--- src/rtl/viterbi_pkg.sv ---
// Shared definitions for the K=4, rate-1/2 hard-decision Viterbi decoder.
// Holds the encoder generators, trellis size, the initial metric for the
// states that cannot be the start state, and the encoder output function
// used by both the decoder and the bench's encoder model.
package viterbi_pkg;

  localparam logic [3:0] G1          = 4'b1111;
  localparam logic [3:0] G0          = 4'b1011;
  localparam int         NSTATES     = 8;
  localparam int         PM_INIT_BAD = 8;

  // Encoder output for state {s2,s1,s0} (s0 newest) and input d.
  // The generator LSB taps d, so the tap register is {s2,s1,s0,d}:
  // G1 gives d^s0^s1^s2 and G0 gives d^s0^s2.
  function automatic logic [1:0] exp_sym(input logic [2:0] state, input logic d);
    logic [3:0] taps;
    taps    = {state, d};
    exp_sym = {^(taps & G1), ^(taps & G0)};
  endfunction

  // Number of set bits in a 2-bit word (Hamming weight, 0..2).
  function automatic logic [1:0] hamming2(input logic [1:0] v);
    hamming2 = {v[1] & v[0], v[1] ^ v[0]};
  endfunction

endpackage

--- src/rtl/viterbi_decoder_k4_acs.sv ---
// Add-compare-select for one trellis state.
// Ports:
//   pm_a, pm_b  path metrics of the predecessors with x=0 / x=1
//   bm_a, bm_b  branch metrics of the two incoming branches
//   pm_sel      surviving candidate, clamped at 2^PM_W-1
//   sel         1 when the x=1 predecessor wins (ties keep x=0)
module viterbi_acs #(
  parameter int PM_W = 6
) (
  input  logic [PM_W-1:0] pm_a,
  input  logic [PM_W-1:0] pm_b,
  input  logic [1:0]      bm_a,
  input  logic [1:0]      bm_b,
  output logic [PM_W-1:0] pm_sel,
  output logic            sel
);

  logic [PM_W:0] cand_a_s;
  logic [PM_W:0] cand_b_s;
  logic [PM_W:0] cand_min_s;

  // Compare the two extended candidates and clamp the winner instead of wrapping
  always_comb begin
    cand_a_s   = {1'b0, pm_a} + {{(PM_W-1){1'b0}}, bm_a};
    cand_b_s   = {1'b0, pm_b} + {{(PM_W-1){1'b0}}, bm_b};
    sel        = (cand_b_s < cand_a_s);
    cand_min_s = sel ? cand_b_s : cand_a_s;
    pm_sel     = cand_min_s[PM_W] ? {PM_W{1'b1}} : cand_min_s[PM_W-1:0];
  end

endmodule

--- src/rtl/viterbi_decoder_k4.sv ---
// Hard-decision Viterbi decoder for the rate-1/2, K=4 code (1111 / 1011)
// using register-exchange survivors of TB_DEPTH decisions.
// Ports:
//   clk          rising-edge clock
//   reset        synchronous, active-low reset (priority over sym_valid)
//   sym_valid    a new code symbol is present on sym
//   sym          code symbol, [1] = G1 bit, [0] = G0 bit
//   bit_out      decoded data bit (held between updates)
//   bit_valid    one-cycle pulse qualifying bit_out
//   best_metric  accumulated distance of the winning path, saturating
module viterbi_decoder_k4 #(
  parameter int TB_DEPTH = 16,
  parameter int PM_W     = 6
) (
  input  logic            clk,
  input  logic            reset,
  input  logic            sym_valid,
  input  logic [1:0]      sym,
  output logic            bit_out,
  output logic            bit_valid,
  output logic [PM_W-1:0] best_metric
);
  import viterbi_pkg::*;

  localparam int            CNT_W   = $clog2(TB_DEPTH);
  localparam logic [CNT_W-1:0] CNT_MAX = CNT_W'(TB_DEPTH - 1);

  logic [PM_W-1:0]     pm_r       [NSTATES];
  logic [TB_DEPTH-1:0] surv_r     [NSTATES];
  logic [CNT_W-1:0]    fill_r;

  logic [1:0]          bm0_s      [NSTATES];
  logic [1:0]          bm1_s      [NSTATES];
  logic [PM_W-1:0]     pm_sel_s   [NSTATES];
  logic                sel_s      [NSTATES];
  logic [TB_DEPTH-1:0] surv_new_s [NSTATES];
  logic [PM_W-1:0]     pm_new_s   [NSTATES];
  logic [2:0]          best_s;
  logic [PM_W-1:0]     min_s;
  logic [PM_W:0]       metric_sum_s;
  logic [PM_W-1:0]     metric_next_s;

  // Next state n={n2,n1,n0} is reached from {x,n2,n1} with input bit n0.
  for (genvar n = 0; n < NSTATES; n++) begin : g_state
    localparam int   P0 = n / 2;
    localparam int   P1 = n / 2 + NSTATES / 2;
    localparam logic D  = 1'(n % 2);

    assign bm0_s[n] = hamming2(sym ^ exp_sym(3'(P0), D));
    assign bm1_s[n] = hamming2(sym ^ exp_sym(3'(P1), D));

    viterbi_acs #(.PM_W(PM_W)) u_acs (
      .pm_a   (pm_r[P0]),
      .pm_b   (pm_r[P1]),
      .bm_a   (bm0_s[n]),
      .bm_b   (bm1_s[n]),
      .pm_sel (pm_sel_s[n]),
      .sel    (sel_s[n])
    );

    assign surv_new_s[n] = sel_s[n] ? {surv_r[P1][TB_DEPTH-2:0], D}
                                    : {surv_r[P0][TB_DEPTH-2:0], D};
  end

  // Find the lowest-index minimum, normalise metrics and accumulate the winner's distance
  always_comb begin
    best_s = 3'd0;
    for (int i = 1; i < NSTATES; i++) begin
      best_s = (pm_sel_s[i] < pm_sel_s[best_s]) ? 3'(i) : best_s;
    end
    min_s = pm_sel_s[best_s];
    for (int i = 0; i < NSTATES; i++) begin
      pm_new_s[i] = pm_sel_s[i] - min_s;
    end
    metric_sum_s  = {1'b0, best_metric} + {1'b0, min_s};
    metric_next_s = metric_sum_s[PM_W] ? {PM_W{1'b1}} : metric_sum_s[PM_W-1:0];
  end

  // Trellis state, survivors, fill count and registered outputs
  always_ff @(posedge clk) begin
    if (!reset) begin
      for (int i = 0; i < NSTATES; i++) begin
        pm_r[i]   <= (i == 0) ? {PM_W{1'b0}} : PM_W'(PM_INIT_BAD);
        surv_r[i] <= {TB_DEPTH{1'b0}};
      end
      fill_r      <= {CNT_W{1'b0}};
      bit_out     <= 1'b0;
      bit_valid   <= 1'b0;
      best_metric <= {PM_W{1'b0}};
    end else if (sym_valid) begin
      for (int i = 0; i < NSTATES; i++) begin
        pm_r[i]   <= pm_new_s[i];
        surv_r[i] <= surv_new_s[i];
      end
      fill_r      <= (fill_r == CNT_MAX) ? fill_r : fill_r + CNT_W'(1);
      bit_out     <= surv_new_s[best_s][TB_DEPTH-1];
      bit_valid   <= (fill_r == CNT_MAX);
      best_metric <= metric_next_s;
    end else begin
      bit_valid   <= 1'b0;
    end
  end

endmodule

--- config.mk ---
export PLATFORM = sky130hd
export DESIGN_NAME = viterbi_decoder_k4
export DESIGN_NICKNAME = d
export VERILOG_FILES = /design/src/rtl/viterbi_pkg.sv /design/src/rtl/viterbi_decoder_k4_acs.sv /design/src/rtl/viterbi_decoder_k4.sv
export SDC_FILE = /design/constraint.sdc
export NUM_CORES = 1
export LEC_CHECK = 0
export CAP_MARGIN = 20
export CORE_UTILIZATION = 45
export DETAILED_ROUTE_END_ITERATION = 10
export PLACE_DENSITY = 0.69
export SLEW_MARGIN = 20
export SYNTH_ARGS = -nofsm -noshare
export SYNTH_HDL_FRONTEND = slang
export SYNTH_SLANG_ARGS = --single-unit
--- constraint.sdc ---
create_clock -name clk -period 30.6 [get_ports clk]
set_clock_uncertainty 0.15 [all_clocks]
set_input_delay 4.59 -clock clk [delete_from_list [all_inputs] [get_ports clk]]
set_output_delay 4.59 -clock clk [all_outputs]
set_load 0.01 [all_outputs]
==> out/summary.txt, run 1 <==
TIMING
------------------------------------------------------------------------------------
Final hold violations                                                              0
Count of endpoints failing setup in the final report                               0
Setup repair after global routing missed its margin                               no
Total count of max-transition violations in the final report                       0
Peak Freq                                                                 0.0355 GHz
Fin crit share                                                                 0.920
Max transition margin                                                          0.222
Shortest period the worst path allows                                       28140 ps
Aggregate negative setup slack                                                  0 ps
Transition time of the tightest slew-check pin                               1160 ps

SYNTHESIS
------------------------------------------------------------------------------------
Xor and xnor area share after synthesis                                       0.0668
Adder and majority cell fraction of the synthesized area                       0.153
Count of different cell masters after synthesis                                   84
Most common flop cell mapped by yosys                                       edfxtp_1
Cells after Synth                                                               1681
Number of nets produced by synthesis                                            1863
Synth async-reset ratio                                                            0
Share of synthesized cell area in and, or, nand and nor gates                  0.165
Largest family of logic cells by synthesized area                       simple AND/OR/NAND/NOR gates
Post-synth EDFFs                                                                 155
Sequential fraction of the synthesis area                                      0.320
Post-synth design cell area                                                15300 um2
Average cell area after synthesis                                           9.13 um2
Share of cell area taken by muxes after synthesis                             0.0902
Seq cells post-synth                                                             168
Fraction of the mapped netlist area in compound gates                          0.163
Yosys synthesis warning count                                                      0

DIE
------------------------------------------------------------------------------------
Die Wd                                                                        187 um
Core area                                                                  33500 um2
Count of pins on the block boundary                                               13
Height of the die                                                             187 um
Die area                                                                   34800 um2
Cell row count                                                                    67
Effective utilization at floorplan                                             0.458

SETUP PATH
------------------------------------------------------------------------------------
Worst reg2reg path depth                                                          99
Data arrival, critical path                                                 28370 ps
CP max stage delay                                                            910 ps
Worst setup path category                                                     in2reg
Count of buffering cells on the critical path with inverters included              6
Required time at the worst-slack endpoint                                   30830 ps
Critical Path Sink Type                                                         flop
Sort of element at the start of the critical path                       primary input
Crit-path max FO                                                                  42
Worst reg2reg setup slack                                                    7270 ps
Slowest-stage cell, CP                                                       o21ai_0
Worst R2R Start                                                          pm_r[0][24]
Top delay family on crit path                                           compound AO/OA/AOI/OAI gates
R2R Path End                                                            best_metric[2]

ROUTE
------------------------------------------------------------------------------------
First-iteration detailed-routing DRC count                                      1019
DRC viols                                                                          0
Vias per std cell                                                               5.84
Antenna-violating nets left                                                        0
Routed wire per std cell                                                     20.5 um
Final WL                                                                    43600 um
Via Count                                                                      12400
Number of iterations in the first detailed-routing pass                            8

CLOCK TREE
------------------------------------------------------------------------------------
Reg clk slew, reported paths                                                   70 ps
TritonCTS clock tree                                                             yes
Number of buffers inserted by hold repair at cts                                   0
H-tree Lvls                                                                        4
CTS root buf                                                               clkbuf_16
Number of clock buffers inserted by TritonCTS                                     17
Maximum clock path buffer count                                                    2
Source-to-sink clock delay at the later pin of the worst-skew pair            450 ps
Clock sinks                                                                      168
Post-cts repair resize count                                                       0
Post-CTS setup buffer count                                                        0

WORST HOLD PATH
------------------------------------------------------------------------------------
Hold Crit Endpoint                                                      best_metric[5]
HP Start                                                                best_metric[5]
Path class of the lowest-slack min-delay path                                reg2reg
Hold Path Depth                                                                    2

FINAL LAYOUT
------------------------------------------------------------------------------------
Total number of nets in the final design                                        1852
Non-filler cells in the finished layout                                         2130
Share of post-route cells with drive strength above 1                         0.0642
Area growth from synthesis to layout                                           7.93%
Inserted Diodes                                                                    0

PLACED DESIGN
------------------------------------------------------------------------------------
Number of instances in the placed design                                        2099
Final Wtd Congestion                                                           0.971
Buffers added on ports                                                            12
Detail Placement HPWL                                                       32600 um

GLOBAL ROUTING
------------------------------------------------------------------------------------
Vias in the first global route                                                 12000
Residual overflow from global routing                                              0
Global router's overall resource usage                                         0.250
Initial antenna violation count                                                    0
First-pass GRT wire length                                                  68000 um
Largest net degree at the start of global routing                                 82

OUTCOME
------------------------------------------------------------------------------------
Status                                                                  finished, final reports clean

JOB
------------------------------------------------------------------------------------
Max-cap violation count                                                            0

-- per-layer routing --
metal / up-vias / track usage / routed length, um
met4: 0 / 0.0668 / 1010
met2: 383 / 0.404 / 19900
met5: - / 0 / 0
met1: 6011 / 0.352 / 20100
met3: 68 / 0.0335 / 2610
li1: 5986 / - / -
-- cells in the final DEF (no fill, tap or decap), types with 35 or more instances in the layout --
master	instances
o21ai_0	81
nand3_1	35
ha_1	160
mux2i_1	121
inv_1	89
nand2_1	149
nor2b_1	58
a21o_1	52
edfxtp_1	155
xnor2_1	62
nor2_1	197
a21oi_1	107
xor2_1	55
-- cells by family (layout without fill, tap and decap cells) --
group	count (synthesis)	count (layout)
xor+xnor	117	117
buf+inv	160	161
fa+ha+maj	177	177
mux	135	135
flops	168	168
compound gates	375	375
other cells	1	1
simple gates	548	548
-- worst reg2reg max path, delay by kind of cell (launching register included) --
kind            cells  cell delay, ps
buf+inv             4             630
mux                 3             660
flops               1             390
compound gates     45           10270
fa+ha+maj          11            3390
simple gates       35            7600
xor+xnor            1             160
-- metrics by stage --
step           cell area (um2)  worst slack, ps  hold slack [ps]  utilization
2_1_floorplan            15300             6450              311            -
3_3_place_gp             16000             3170              313        0.477
3_5_place_dp             16000             2670              315        0.477
4_1_cts                  16600             3010              327        0.494
5_1_grt                  16600              684              363        0.494
6_report                 16600             2460              329        0.494
-- Yosys cell counts, drive strengths merged, types with 6 or more instances --
cell type | instances | area share
dfxtp | 13 | 0.017
nand3 | 36 | 0.012
clkbuf | 51 | 0.013
mux2i | 122 | 0.080
a31oi | 14 | 0.0057
inv | 90 | 0.022
ha | 160 | 0.13
o22ai | 6 | 0.0024
o21a | 7 | 0.0034
a21o | 52 | 0.025
nand2 | 151 | 0.037
nor2 | 200 | 0.049
nand2b | 16 | 0.0065
and2 | 22 | 0.0090
o211ai | 20 | 0.011
buf | 19 | 0.0074
a211o | 7 | 0.0041
o21ai | 91 | 0.030
and3 | 16 | 0.0065
mux2 | 13 | 0.0098
xnor2 | 62 | 0.035
edfxtp | 155 | 0.30
nor2b | 58 | 0.024
a21oi | 116 | 0.040
xor2 | 55 | 0.031
a211oi | 14 | 0.0080
nor3 | 16 | 0.0052
fa | 17 | 0.022
nand4 | 11 | 0.0045
-- cell type report --
| cell class | instances | area (um2) |
|---|---|---|
| Clock buffer | 17 | 425 |
| Clock inverter | 14 | 151 |
| Fill cell | 3198 | 17000 |
| Inverter | 90 | 343 |
| Multi-Input combinational cell | 1353 | 9840 |
| Sequential cell | 168 | 4910 |
| Tap cell | 448 | 561 |
| Timing Repair Buffer | 40 | 330 |
-- flip-flops by register name, indices dropped and copies added (netlist names) --
signal and flops:
pm_r 48, bit_out 1, best_metric 6, surv_r 108
fill_r 4, bit_valid 1
-- worst max path at each step --
stage               slack [ps]   start        endpoint  depth (start not counted)
detailed placement        2670  sym[0]     pm_r[0][17]                        101
CTS                       3010  sym[0]  best_metric[2]                        102
floorplan                 6450  sym[0]      pm_r[0][5]                        107
finish                    2460  sym[0]  best_metric[2]                        102
global route               680  sym[0]     pm_r[0][17]                        100
global placement          3170  sym[0]     pm_r[0][29]                        102
Power of run 1 is left out: the tool's default activity adds up to more than one toggle a clock period on the data nets, which glitch-free logic cannot reach.
==> run 2, diff against run 1 <==
- CTS_CLUSTER_DIAMETER: not set -> 200
==> results of run 2 <==
Final layout, timing and power as in run 1 (identical DEF).
Power of run 2 is left out for the same reason.
